===== src/rtl/mem_responder_pkg.sv =====
// Shared widths and request payload for the memory responder.
package mem_responder_pkg;

  localparam int unsigned DATA_W = 32;
  localparam int unsigned ADDR_W = 32;

  // One captured word request: direction, byte address, store data.
  typedef struct packed {
    logic              we;
    logic [ADDR_W-1:0] adr;
    logic [DATA_W-1:0] wdata;
  } mem_req_t;

endpackage


===== src/rtl/mem_responder_if.sv =====
// Core-to-memory request/response bus for the multicycle core.
interface mem_responder_if;
  import mem_responder_pkg::*;

  logic              req;
  logic              we;
  logic [ADDR_W-1:0] Adr;
  logic [DATA_W-1:0] WriteData;
  logic [DATA_W-1:0] ReadData;
  logic              ready;
  logic              err;
  logic              busy;

  modport master (
    output req, we, Adr, WriteData,
    input  ReadData, ready, err, busy
  );

  modport slave (
    input  req, we, Adr, WriteData,
    output ReadData, ready, err, busy
  );

endinterface


===== src/rtl/mem_responder.sv =====
// Memory-side responder: one word request at a time, fixed wait states,
// read data or error returned on a single-cycle ready strobe.
module mem_responder
  import mem_responder_pkg::*;
#(
  parameter int unsigned DEPTH_WORDS = 64,
  parameter int unsigned LATENCY     = 2
) (
  input  logic             clk,
  input  logic             reset,
  mem_responder_if.slave   bus
);

  localparam int unsigned IDX_W = $clog2(DEPTH_WORDS);
  localparam int unsigned CNT_W = 4;
  localparam logic [ADDR_W-1:0] ADDR_LIMIT = ADDR_W'(4 * DEPTH_WORDS);
  localparam logic [CNT_W-1:0]  CNT_LOAD   = CNT_W'(LATENCY - 1);

  typedef enum logic [1:0] {
    IDLE = 2'd0,
    WAIT = 2'd1,
    DONE = 2'd2
  } state_t;

  state_t            state_q, state_d;
  logic [CNT_W-1:0]  cnt_q, cnt_d;
  mem_req_t          cap_q, cap_d;
  logic [DATA_W-1:0] rdata_q, rdata_d;
  logic              ready_q, ready_d;
  logic              err_q, err_d;
  logic              busy_q, busy_d;

  logic [IDX_W-1:0]  idx_c;
  logic              bad_c;
  logic              mem_wr_c;

  logic [DATA_W-1:0] mem [DEPTH_WORDS];

  // Decode the captured address: word index and misaligned/out-of-range flag.
  always_comb begin
    idx_c = cap_q.adr[IDX_W+1:2];
    bad_c = (cap_q.adr[1:0] != 2'b00) || (cap_q.adr >= ADDR_LIMIT);
  end

  // Next-state, capture, counter and registered-output next values.
  always_comb begin
    state_d  = state_q;
    cnt_d    = cnt_q;
    cap_d    = cap_q;
    rdata_d  = rdata_q;
    ready_d  = 1'b0;
    err_d    = 1'b0;
    busy_d   = busy_q;
    mem_wr_c = 1'b0;

    unique case (state_q)
      IDLE: begin
        rdata_d = '0;
        busy_d  = 1'b0;
        if (bus.req) begin
          state_d     = WAIT;
          cnt_d       = CNT_LOAD;
          cap_d.we    = bus.we;
          cap_d.adr   = bus.Adr;
          cap_d.wdata = bus.WriteData;
          busy_d      = 1'b1;
        end
      end
      WAIT: begin
        busy_d = 1'b1;
        if (cnt_q == '0) begin
          // Commit point: the array is touched only on the edge into DONE.
          state_d  = DONE;
          ready_d  = 1'b1;
          err_d    = bad_c;
          rdata_d  = (!bad_c && !cap_q.we) ? mem[idx_c] : '0;
          mem_wr_c = !bad_c && cap_q.we && !reset;
        end else begin
          cnt_d = cnt_q - CNT_W'(1);
        end
      end
      DONE: begin
        state_d = IDLE;
        busy_d  = 1'b0;
        rdata_d = '0;
      end
      default: begin
        state_d = IDLE;
        busy_d  = 1'b0;
        rdata_d = '0;
      end
    endcase
  end

  // State, capture and output registers with synchronous reset.
  always_ff @(posedge clk) begin
    if (reset) begin
      state_q <= IDLE;
      cnt_q   <= '0;
      cap_q   <= '0;
      rdata_q <= '0;
      ready_q <= 1'b0;
      err_q   <= 1'b0;
      busy_q  <= 1'b0;
    end else begin
      state_q <= state_d;
      cnt_q   <= cnt_d;
      cap_q   <= cap_d;
      rdata_q <= rdata_d;
      ready_q <= ready_d;
      err_q   <= err_d;
      busy_q  <= busy_d;
    end
  end

  // Word array; contents deliberately survive reset.
  always_ff @(posedge clk) begin
    if (mem_wr_c) begin
      mem[idx_c] <= cap_q.wdata;
    end
  end

  assign bus.ReadData = rdata_q;
  assign bus.ready    = ready_q;
  assign bus.err      = err_q;
  assign bus.busy     = busy_q;

endmodule


===== src/flat_wrapper.sv =====
// flat-port wrapper written by rule: the top's interface ports become plain ports
module mem_responder_flat import mem_responder_pkg::*;
#(
  parameter int unsigned DEPTH_WORDS = 64,
  parameter int unsigned LATENCY     = 2
)
  (clk, reset, bus_req, bus_we, bus_Adr, bus_WriteData, bus_ReadData, bus_ready, bus_err, bus_busy);
  mem_responder_if bus_i ();
  input  logic clk;
  input  logic reset;
  input wire logic [$bits(bus_i.req)-1:0] bus_req;
  input wire logic [$bits(bus_i.we)-1:0] bus_we;
  input wire logic [$bits(bus_i.Adr)-1:0] bus_Adr;
  input wire logic [$bits(bus_i.WriteData)-1:0] bus_WriteData;
  output wire logic [$bits(bus_i.ReadData)-1:0] bus_ReadData;
  output wire logic [$bits(bus_i.ready)-1:0] bus_ready;
  output wire logic [$bits(bus_i.err)-1:0] bus_err;
  output wire logic [$bits(bus_i.busy)-1:0] bus_busy;
  assign bus_i.req = bus_req;
  assign bus_i.we = bus_we;
  assign bus_i.Adr = bus_Adr;
  assign bus_i.WriteData = bus_WriteData;
  assign bus_ReadData = bus_i.ReadData;
  assign bus_ready = bus_i.ready;
  assign bus_err = bus_i.err;
  assign bus_busy = bus_i.busy;
  mem_responder #(.DEPTH_WORDS(DEPTH_WORDS), .LATENCY(LATENCY)) u_core (.clk(clk), .reset(reset), .bus(bus_i));
endmodule

===== config.mk =====
export PLATFORM = sky130hd
export DESIGN_NAME = mem_responder_flat
export DESIGN_NICKNAME = d
export VERILOG_FILES = /design/src/rtl/mem_responder_pkg.sv /design/src/rtl/mem_responder_if.sv /design/src/rtl/mem_responder.sv /design/src/flat_wrapper.sv
export SDC_FILE = /design/constraint.sdc
export NUM_CORES = 2
export LEC_CHECK = 0
export ABC_CLOCK_PERIOD_IN_PS = 9300
export BUFFER_PORTS_ARGS = -buffer_cell sky130_fd_sc_hd__buf_2
export CAP_MARGIN = 20
export CORE_AREA = 10 10 512 514
export CTS_CLUSTER_DIAMETER = 30
export CTS_CLUSTER_SIZE = 24
export DETAILED_ROUTE_END_ITERATION = 10
export DIE_AREA = 0 0 522 524
export GPL_ROUTABILITY_DRIVEN = 0
export SETUP_SLACK_MARGIN = 0.15
export SYNTH_ARGS = -nofsm -noshare
export SYNTH_HDL_FRONTEND = slang
export SYNTH_SLANG_ARGS = --single-unit

===== constraint.sdc =====
create_clock -name clk -period 9.3 [get_ports clk]
set_clock_uncertainty 0.2 [all_clocks]
set_input_delay 2.79 -clock clk [delete_from_list [all_inputs] [get_ports clk]]
set_output_delay 2.79 -clock clk [all_outputs]
set_load 0.01 [all_outputs]

==> summary.txt <==
Status
  – Run status: finished clean

Power
  – LEAKAGE: 32.55 nW
  – Final Power: between 20 and 30 mW
  – Worst VDD drop: between 0.00015 and 0.0002 V
  – PwrDens: ~270 mW/mm^2

Synth
  – Post-Syn Instances: 3959
  – Synth cell types: 66
  – Syn Std Cell Area: 0.08256 sq mm
  – Register area share after synthesis: 0.7721
  – Async set or reset register ratio after synthesis: 0
  – Synthesis Warnings: 0
  – Avg Cell Area, Syn: 20.85 sq um
  – Synth Register Bits: 2160
  – EDFF count, synth: around 2000
  – Top_reg_cell synth: edfxtp_1
  – Syn Nets: around 4000

Cells and area
  – Area Overhead vs Synth: 24.85%
  – Share of post-route cells with drive strength above 1: 0.3383
  – Cell area after layout: just over 0.1 sq mm
  – FILL cells: 21590
  – Nets: 4457

CTS
  – Setup repair bufs after CTS: 0
  – Hold-fix buffer count after cts: 0
  – CTS resizes: 0
  – Latest clock arrival within the worst-skew pair: 0.99 ns
  – Root Buffer: clkbuf_16
  – Longest Clk Path Bufs: 4
  – Clock sinks: 2160
  – CTS H-tree lvls: 5
  – CTS buffer count: 430
  – Worst-path clk slew: 0.05 ns
  – CTS tree: built

Hold path
  – Hold Path Class: reg2reg

Global routing
  – Vias in the first global route: 43540
  – All-Layer GR Usage: 0.1791
  – Pin count of the biggest net entering global routing: 112
  – Global-route wire length before repair: between 300 and 400 mm
  – Initial antenna violation count: 20
  – GRT Residual Overflow: 0

Floorplanning
  – Initial Util: 0.3287
  – Die X: around 520 um
  – Die area: 0.2735 sq mm
  – Die height: between 500 and 600 um
  – I/O pin count: about 100
  – Total core area: 0.2512 sq mm
  – # rows: about 180

Timing
  – Final slew viol count: 0
  – Minimum clock period: 6.240 ns
  – Normalized max-slew margin: 0.1845
  – Final Hold Vio Count: 0
  – RSZ-0062 raised after global routing: no
  – Post-route setup TNS: 0 ns
  – Worst slew pin tran: 1.221 ns
  – Max Clk Rate: 160.3 MHz
  – Final period util: 0.6710
  – Final setup violation count: 0

Setup path
  – Worst-path cell chain: buf_2, nor3b_2, nand2_1, nor4_2, nand4_1, buf_4, nor2_4
  – WP data required: 9.62 ns
  – CP max stage delay: roughly 0.82 ns
  – Arr. time, crit path: between 6 and 7 ns
  – Kind of critical path: in2reg
  – WP buf/inv: 2
  – Crit-path max FO: 32
  – Critical path endpoint category: register
  – Crit-path slowest cell: nor2_4
  – Cell family with most CP delay: simple AND/OR/NAND/NOR gates
  – CP Launch Type: primary input

Routing
  – Via count: 44390
  – 1st-iter DRT viols: 6222
  – Per-cell routed wire length: 31.21 um
  – DRT Wirelength: 252.5 mm
  – Drt first pass iters: 6
  – Via density: 5.486
  – Final ANT Viol Nets: 0
  – Remaining DRCs: 0

Place
  – Port Buffers: about 100
  – DP HPWL: 152.0 mm
  – Placed Area: 0.08787 sq mm

Flow run
  – Max-cap viol count: 0
metal layers:
metal | vias up | GRT usage | routed length (um)
met5 | - | 0 | 27
met4 | 4 | 0.09102 | 14370
met3 | 592 | 0.04744 | 25600
met2 | 2642 | 0.2732 | 116300
met1 | 23580 | 0.2361 | 96240
li1 | 17570 | - | -
registers in the layout, summed over array words and instances (netlist names), named ones only:
signal	count
u_core.bus.ReadData	32
u_core.cnt_q	4
u_core.state_q	2
u_core.bus.ready	1
u_core.bus.busy	1
u_core.cap_q	65
u_core.mem	2048
u_core.bus.err	1
where the power goes:
group | leakage, nW | internal [mW] | total [mW] | switching (mW)
sequential | 19.6 | 10.8 | 11.2 | 0.358
clock | 7.00 | 10.4 | 15.4 | 5.03
combinational | 5.94 | 0.497 | 1.39 | 0.895
stage by stage:
step	cells	util	setup WS (ns)	hold slack, ns
5_1_grt	8088	0.4103	2.946	0.2730
6_report	8092	0.4104	3.060	0.2568
3_3_place_gp	7247	0.3472	2.196	0.2443
3_5_place_dp	7275	0.3498	2.148	0.2472
4_1_cts	8055	0.4079	3.108	0.2554
2_1_floorplan	3959	-	3.159	0.2360
worst reg2reg max path, delay by kind of cell, from the launching register on:
family | cells | cell delay, ns
buffers and inverters | 1 | 0.49
DFF | 1 | 0.46
and+or+nand+nor | 5 | 3.17
cell usage in the layout (no fill, tap or decap), types with 40 or more instances in the layout:
cell type and count:
edfxtp_1 2048, mux4_2 458, clkbuf_16 436, nand2_1 226, mux2_2 116, mux2i_1 111
buf_2 102, a21oi_1 92, o22ai_1 76, dfxtp_1 74, bufinv_16 66, nor2_4 65
clkinv_2 63, clkinvlp_4 55, buf_4 53, clkinv_1 51, clkbuf_1 46, buf_12 46
nor2_1 44, nand3_1 40
final timing paths:
kind                                                     start                       endpoint  slack, ns  cells after the start
worst max-delay path                                     reset   u_core.mem[38][21]$_DFFE_PP_       3.06                      7
worst min-delay path             u_core.cap_q[56]$_SDFFE_PP0P_  u_core.cap_q[56]$_SDFFE_PP0P_       0.26                      2
worst max register to register  u_core.state_q[0]$_SDFFE_PP0P_   u_core.mem[38][21]$_DFFE_PP_       4.55                      6
worst min register to register   u_core.cap_q[56]$_SDFFE_PP0P_  u_core.cap_q[56]$_SDFFE_PP0P_       0.26                      2
cells by family (layout without fill, tap and decap cells):
logic type	after synthesis	after routing	synth area share
flops	2160	2160	0.7721
xor+xnor	2	2	0.0002122
compound gates	363	363	0.02887
other cells	0	9	0
buf+inv	231	1007	0.01514
fa+ha+maj	2	2	0.0003031
mux	685	685	0.1542
simple gates	516	516	0.02916
area by class of cell:
| cell class | instances | area [sq um] | share of cell area |
|---|---|---|---|
| Sequential cell | 2160 | 63880 | 0.6197 |
| Multi-Input combinational cell | 1568 | 18070 | 0.1753 |
| Clock buffer | 486 | 11140 | 0.1081 |
| Tap cell | 3348 | 4189 | 0.04064 |
| Clock inverter | 294 | 3460 | 0.03357 |
| Timing Repair Buffer | 218 | 2281 | 0.02213 |
| Inverter | 9 | 35.03 | 0.0003399 |
| Antenna cell | 9 | 22.52 | 0.0002185 |
Yosys cell counts, drive strengths merged (8+ instances only):
library cell	n	share of area
o2111ai	9	0.00095
a32oi	13	0.0014
mux4	458	0.12
nor3	32	0.0021
a21oi	92	0.0056
o211ai	8	0.00073
edfxtp	2048	0.74
o221ai	8	0.00085
nor2b	17	0.0013
a31oi	17	0.0013
a221oi	13	0.0014
nand3	40	0.0024
mux2	116	0.016
inv	9	0.00041
o21ai	35	0.0021
nand2	227	0.010
o22ai	76	0.0058
nor4	23	0.0022
nor2	110	0.0050
a211oi	24	0.0022
nand4	14	0.0011
mux2i	111	0.013
clkbuf	81	0.0037
dfxtp	112	0.027
nand2b	9	0.00068
a22oi	38	0.0035
buf	141	0.011
No activity file was read; power rests on OpenSTA's default activity.
